**src/rtl/alu_op_sequencer.sv**
```systemverilog
// Command/result sequencer in front of a combinational add/sub/pass ALU.
// Registers ALU inputs, captures the result a cycle later, flags signed overflow.
module alu_op_sequencer #(
   parameter int unsigned WIDTH = 5,
   parameter int unsigned CNT_W = 8
) (
   input  logic             clk,
   input  logic             rst_n,
   input  logic             in_valid,
   output logic             in_ready,
   input  logic [WIDTH-1:0] in_a,
   input  logic [WIDTH-1:0] in_b,
   input  logic [1:0]       in_mode,
   input  logic             in_use_acc,
   output logic [WIDTH-1:0] alu_var_1,
   output logic [WIDTH-1:0] alu_var_2,
   output logic [1:0]       alu_mode,
   input  logic [WIDTH-1:0] alu_result,
   output logic             out_valid,
   input  logic             out_ready,
   output logic [WIDTH-1:0] out_result,
   output logic             out_ovf,
   output logic [CNT_W-1:0] ovf_cnt,
   input  logic             ovf_clr
);

   localparam int unsigned Msb = WIDTH - 1;

   typedef enum logic [1:0] {StIdle, StExec, StDone} state_e;

   state_e           state_q, state_d;
   logic [WIDTH-1:0] var_1_q, var_2_q, result_q, acc_q;
   logic [1:0]       mode_q;
   logic             valid_q, ovf_q;
   logic [CNT_W-1:0] cnt_q;
   logic             load, capture, handshake, ovf_calc;

   always_comb begin
      state_d   = state_q;
      load      = 1'b0;
      capture   = 1'b0;
      handshake = 1'b0;
      case (state_q)
         StIdle: begin
            if (in_valid) begin
               load    = 1'b1;
               state_d = StExec;
            end
         end
         StExec: begin
            capture = 1'b1;
            state_d = StDone;
         end
         StDone: begin
            if (out_ready) begin
               handshake = 1'b1;
               state_d   = StIdle;
            end
         end
         default: state_d = StIdle;
      endcase
   end

   // Overflow judged on sign bits of the operands actually presented to the ALU.
   always_comb begin
      ovf_calc = 1'b0;
      case (mode_q)
         2'b00:   ovf_calc = (var_1_q[Msb] == var_2_q[Msb]) && (alu_result[Msb] != var_1_q[Msb]);
         2'b11:   ovf_calc = (var_1_q[Msb] != var_2_q[Msb]) && (alu_result[Msb] != var_1_q[Msb]);
         default: ovf_calc = 1'b0;
      endcase
   end

   always_ff @(posedge clk or negedge rst_n) begin
      if (!rst_n) begin
         state_q  <= StIdle;
         var_1_q  <= '0;
         var_2_q  <= '0;
         mode_q   <= '0;
         result_q <= '0;
         ovf_q    <= 1'b0;
         valid_q  <= 1'b0;
         acc_q    <= '0;
         cnt_q    <= '0;
      end else begin
         state_q <= state_d;
         if (load) begin
            var_1_q <= in_use_acc ? acc_q : in_a;
            var_2_q <= in_b;
            mode_q  <= in_mode;
         end
         if (capture) begin
            result_q <= alu_result;
            ovf_q    <= ovf_calc;
            valid_q  <= 1'b1;
         end
         if (handshake) begin
            acc_q   <= result_q;
            valid_q <= 1'b0;
         end
         // Clear wins over a same-cycle increment.
         if (ovf_clr) begin
            cnt_q <= '0;
         end else if (handshake && ovf_q && !(&cnt_q)) begin
            cnt_q <= cnt_q + CNT_W'(1);
         end
      end
   end

   assign in_ready   = rst_n && (state_q == StIdle);
   assign alu_var_1  = var_1_q;
   assign alu_var_2  = var_2_q;
   assign alu_mode   = mode_q;
   assign out_valid  = valid_q;
   assign out_result = result_q;
   assign out_ovf    = ovf_q;
   assign ovf_cnt    = cnt_q;

endmodule

```
**config.mk**
```make
export PLATFORM = sky130hd
export DESIGN_NAME = alu_op_sequencer
export DESIGN_NICKNAME = d
export VERILOG_FILES = /design/src/rtl/alu_op_sequencer.sv
export SDC_FILE = /design/constraint.sdc
export NUM_CORES = 1
export LEC_CHECK = 0
export BUFFER_PORTS_ARGS = -buffer_cell sky130_fd_sc_hd__buf_2
export CORE_MARGIN = 3
export CORE_UTILIZATION = 44
export DETAILED_ROUTE_END_ITERATION = 16
export PLACE_DENSITY = 0.74
export SLEW_MARGIN = 20
export SYNTH_ARGS = -nofsm -noshare
export SYNTH_HDL_FRONTEND = slang
export SYNTH_SLANG_ARGS = --single-unit
```
**constraint.sdc**
```tcl
create_clock -name clk -period 1.43 [get_ports clk]
set_input_delay 0.2145 -clock clk [delete_from_list [all_inputs] [get_ports clk]]
set_output_delay 0.2145 -clock clk [all_outputs]
set_load 0.03 [all_outputs]
```
======== After elaboration in Yosys (flattened, before gate mapping) ========
Index checks and enable logic that the tools add are counted.
storage, ports and cells
  ROM bits ................................ 0
  word-level logic and storage cells ...... 44
  output and inout bits ................... 28
  bits in writable memories ............... 0
  memories ................................ 0
  register bits after elaboration ......... 34
  latch bits .............................. 0
  input port bits ......................... 23
operators by class
  add/sub/neg operators ................... 1
  divide/modulo/power cells ............... 0
  eq/ne operators ......................... 8
  muxes and demuxes ....................... 14
  shift-type cells ........................ 0
  reductions and logical operators ........ 12
  $lt $le $gt $ge ......................... 0
  bitwise operators ....................... 0
  multiply operators ...................... 0
operators with widths
  operator                                        number
  two-way mux 8 bit                               2
  adder 8 x 1 -> 8 bit (second input constant)    1
  AND reduction 8 bit                             1
  two-way mux 1 bit                               7
  case mux 2 bit (3 select lines)                 1
  logical AND 1 bit                               5
  two-way mux 5 bit                               1
  == test 2 bit (second input constant)           2
  logical NOT 2 bit                               2
  two-way mux 2 bit                               2
  != test 2 bit (second input constant)           2
  nonzero test 2 bit                              2
  == test 2 x 1 -> 1 bit (second input constant)  1
  != test 1 bit                                   2
  case mux 1 bit (2 select lines)                 1
  AND reduction 2 bit                             1
  == test 1 bit                                   1
  logical NOT 1 bit                               1

======== Longest topological paths before layout ========
  depth after elaboration ................. 6
  gate-level depth with buffers ........... 5
  depth with buffers taken out ............ 5

======== Least setup slack after synthesis ========
Ideal clock, no wire load.
  path kind ............................... register to register
  start ................................... register cnt_q[0] (netlist: ovf_cnt[0])
  end ..................................... register cnt_q[1] (netlist: ovf_cnt[1])
  slack ................................... -201 ps
  library setup time ...................... 128 ps
  cell stages (with the launch flop) ...... 6
  required time ........................... 1,302 ps
  clock period less this slack ............ 1,631 ps
  arrival time ............................ 1,502 ps
  path buffers ............................ 0
  cell sequence ........................... dfrtp_1 ha_1 nand3_1 o21ai_0 mux2i_1 nor2_1
on the way
  word-level cells in the longest chain between the ends .. 4
  elaborated cells between the ends (all ways) .. 7
  classes of those cells .................. 1 x add/sub; 2 x mux; 4 x reduce/logical
RTL lines
  item                                                          line  RTL
  start, declared                                               35    logic [CNT_W-1:0] cnt_q;
  start signal, assigned                                        105   cnt_q <= cnt_q + CNT_W'(1);
  branches (longest 4 deep; another with adder 8 x 1 -> 8 bit)  -
Several ways; the timed one is not identified. The select of a mux whose other input is x is not followed.
A chain may end at the register's enable or synchronous reset.

======== Worst setup path after layout ========
  start ................................... register state_q[0]
  end ..................................... output port in_ready
on the way
  word-level cells in the longest chain between the ends .. 2
RTL lines
  item                    line  RTL
  start, declared         31    state_e state_q, state_d;
  start signal, assigned  76    state_q <= StIdle;
  start signal, assigned  86    state_q <= state_d;
  logical NOT 2 bit       110   assign in_ready = rst_n && (state_q == StIdle);
  logical AND 1 bit       110
  end, declared           10    output logic in_ready,
No other way between the ends.

==> out/results.ini <==
[global_route]
grt_max_degree = 35
gr-total-overflow = 0
antenna_found_initial = 0
grt_pass1_wl_microns = 4970
grt_pass1_vias = 1144
grtUsageTotal_pct = 15.5

[layout]
fin_nets = 209
drive_above_1_share_pct = 54.6
layout_commonest_cell = buf_2
multi_input_area_sq_um = 654
final_core_util_pct = 63.1
final_area_sq_um = 1990
final_cell_mix = buf_2 (49), dfrtp_1 (27), mux2_2 (17)
diodes = 0
num-fill-cells = 280
synthToLayoutAreaGrowth_pct = 33.3
seq_area_sq_um = 860
layoutNonFillerInstCount = 229

[pwr]
leakage_nw = 0.936
power_density_nw_per_um2 = 1920
ir_drop_mv = 1.08

[die]
start_util_pct = 47.3
coreArea_sq_um = 3150
die-area_sq_um = 4130
die_w_microns = 64.2
die_h_microns = 64.2
rows = 20
io_pins = 51

[cts]
cts.sinks = 34
cts_root_buf = clkbuf_4
clock_latency_ns = 0.34
cts-htree-levels = 2
cts_buffers = 5
cts_tree = built
cts_buffer_depth = 2
path_clk_slew_ns = 0.10

[timing]
hold_viol_final = 0
worst_slew_margin_rel_pct = 72.6
drv_slew = 0
worst_slack_ns = -0.00310
tightest_slew_ns = 0.411
fin_skew_ns = 0.0119
min_period_ns = 1.43
period_share_pct = 100
rsz0062_at_grt = yes
finalSetupViolations = 1
fmax_ghz = 0.698
holdWs_ns = 0.0969

[critical_path]
crit_required_ns = 1.22
critPathLaunchType = flop
worstPathArrival_ns = 1.22
cp_max_fo = 6
critPathKind = flop to primary output
end_kind = primary output

[placement]
preCtsSetupSlack_ns = -0.00752
portBuffers = 50
hpwl_microns = 2230
place_inst = 215
gp_congestion = 0.721
placed_cell_area_sq_um = 1860

[detailed_routing]
vias = 1126
firstDrtPassIters = 3
routed_wl_microns = 2990
avgViaCountPerCell = 4.92
drt_iter0_markers = 43
ant_nets = 0
drc = 0
drt-wirelength-per-cell_microns = 13.1

[yosys]
yosysSeqAreaShare_pct = 57.0
yosys_warnings = 0
synth.avg_cell_area_sq_um = 12.5
synth_top_cell_area_share_pct = 57.0
yosysTopAreaCell = dfrtp_1
synthesis.nets = 144
synth_cell_types = 28
synth_seq_cells = 34
syn_area_sq_um = 1490
syn_inst = 119
synth_area_leaders = dfrtp_1 (57%), mux2_2 (13%), mux2i_1 (4.0%)

[run_status]
violations = setup timing
outcome = complete, but fails checks

[min_path]
hp-class = input pin to flop

[run]
cap_violations = 0

-- final cells by class --
cell class              instances  share of cell area (%)
flip-flops and latches         34                    43.2
multi-input cells              79                    32.9
repair buffers                 63                    18.3
well taps                      44                    2.77
clock buffers                   7                    2.26
clock inverters                 1                   0.377
inverters                       1                   0.189
-- report_power, final --
part	leakage, nW	switching, mW	internal, mW	total [mW]
clock	0.0255	0.312	0.194	0.506
combinational	0.505	1.03	0.731	1.76
sequential	0.406	0.226	1.33	1.55
total	0.936	1.57	2.25	3.82
-- cells by family after synthesis --
logic type,count (synthesis),synth area share [%]
buffers and inverters,6,2.01
XOR/XNOR,6,3.52
AO/OA/AOI/OAI,17,7.13
AND/OR/NAND/NOR,31,11.8
adder cells (fa/ha/maj),2,1.68
multiplexers,23,16.8
flip-flops,34,57.0
-- path summary, 6_finish.rpt --
kind                                    from      endpoint  slack [ns]  depth (start not counted)
min in group asynchronous              rst_n  alu_var_2[1]        0.44                          3
max in group asynchronous              rst_n    ovf_cnt[2]        0.66                          3
worst max-delay path              state_q[0]      in_ready      -0.003                          3
worst min register to register  alu_var_2[1]  alu_var_2[1]        0.51                          1
worst min-delay path                 in_b[3]  alu_var_2[3]         0.1                          2
worst max register to register    ovf_cnt[0]    ovf_cnt[7]        0.05                          5
-- state kept, by name (all words and copies together), names as in the netlist --
register    cells
alu_var_1       5
alu_var_2       5
alu_mode        2
state_q         2
acc_q           5
out_ovf         1
out_result      5
ovf_cnt         8
out_valid       1
-- timing repair --
| item | in CTS | in global routing |
|---|---|---|
| pin swaps | 1 | 5 |
| endpoints found under the setup margin | 2 | 5 |
| hold endpoints to repair | 34 | 0 |
| buffers inserted | 3 | 2 |
| hold buffers | 1 | 0 |
| gates resized for setup | 3 | 6 |
-- routing by layer --
metal	routed length [microns]	vias up	GRT usage (%)	share of wire, %
met4	18	0	3.96	0.60
met2	1540	36	27.2	52
met5	0	-	0	0
met1	1210	539	17.3	40
li1	-	547	-	-
met3	222	4	6.50	7.4
-- metrics by stage --
stage / setup TNS (ns) / power [mW]
after global placement: 0 / 3.22
after global routing: -0.101 / 4.09
after detailed placement: -0.00752 / 3.28
after floorplan: -0.000492 / 2.77
after CTS: -0.0295 / 3.86
final: -0.00310 / 3.82
-- synthesized netlist by cell type, drive strengths merged --
library cell,n
or3,2
a21oi,10
nand4,2
nand3,1
inv,1
and3,1
xnor2,1
mux2,17
o31ai,1
xor2,5
nand3b,2
and4b,1
mux2i,6
nor2,11
ha,2
nor3b,3
dfrtp,34
nand2,4
nand4bb,1
o211ai,2
nand2b,2
buf,4
o21ai,4
clkbuf,1
nor2b,1
-- worst max-delay path, stage by stage, from the launching register on --
cell and delay (ns):
dfrtp_1 0.40, buf_6 0.13, nor3b_2 0.17, buf_4 0.18
Power figures use the tool's default switching activity.
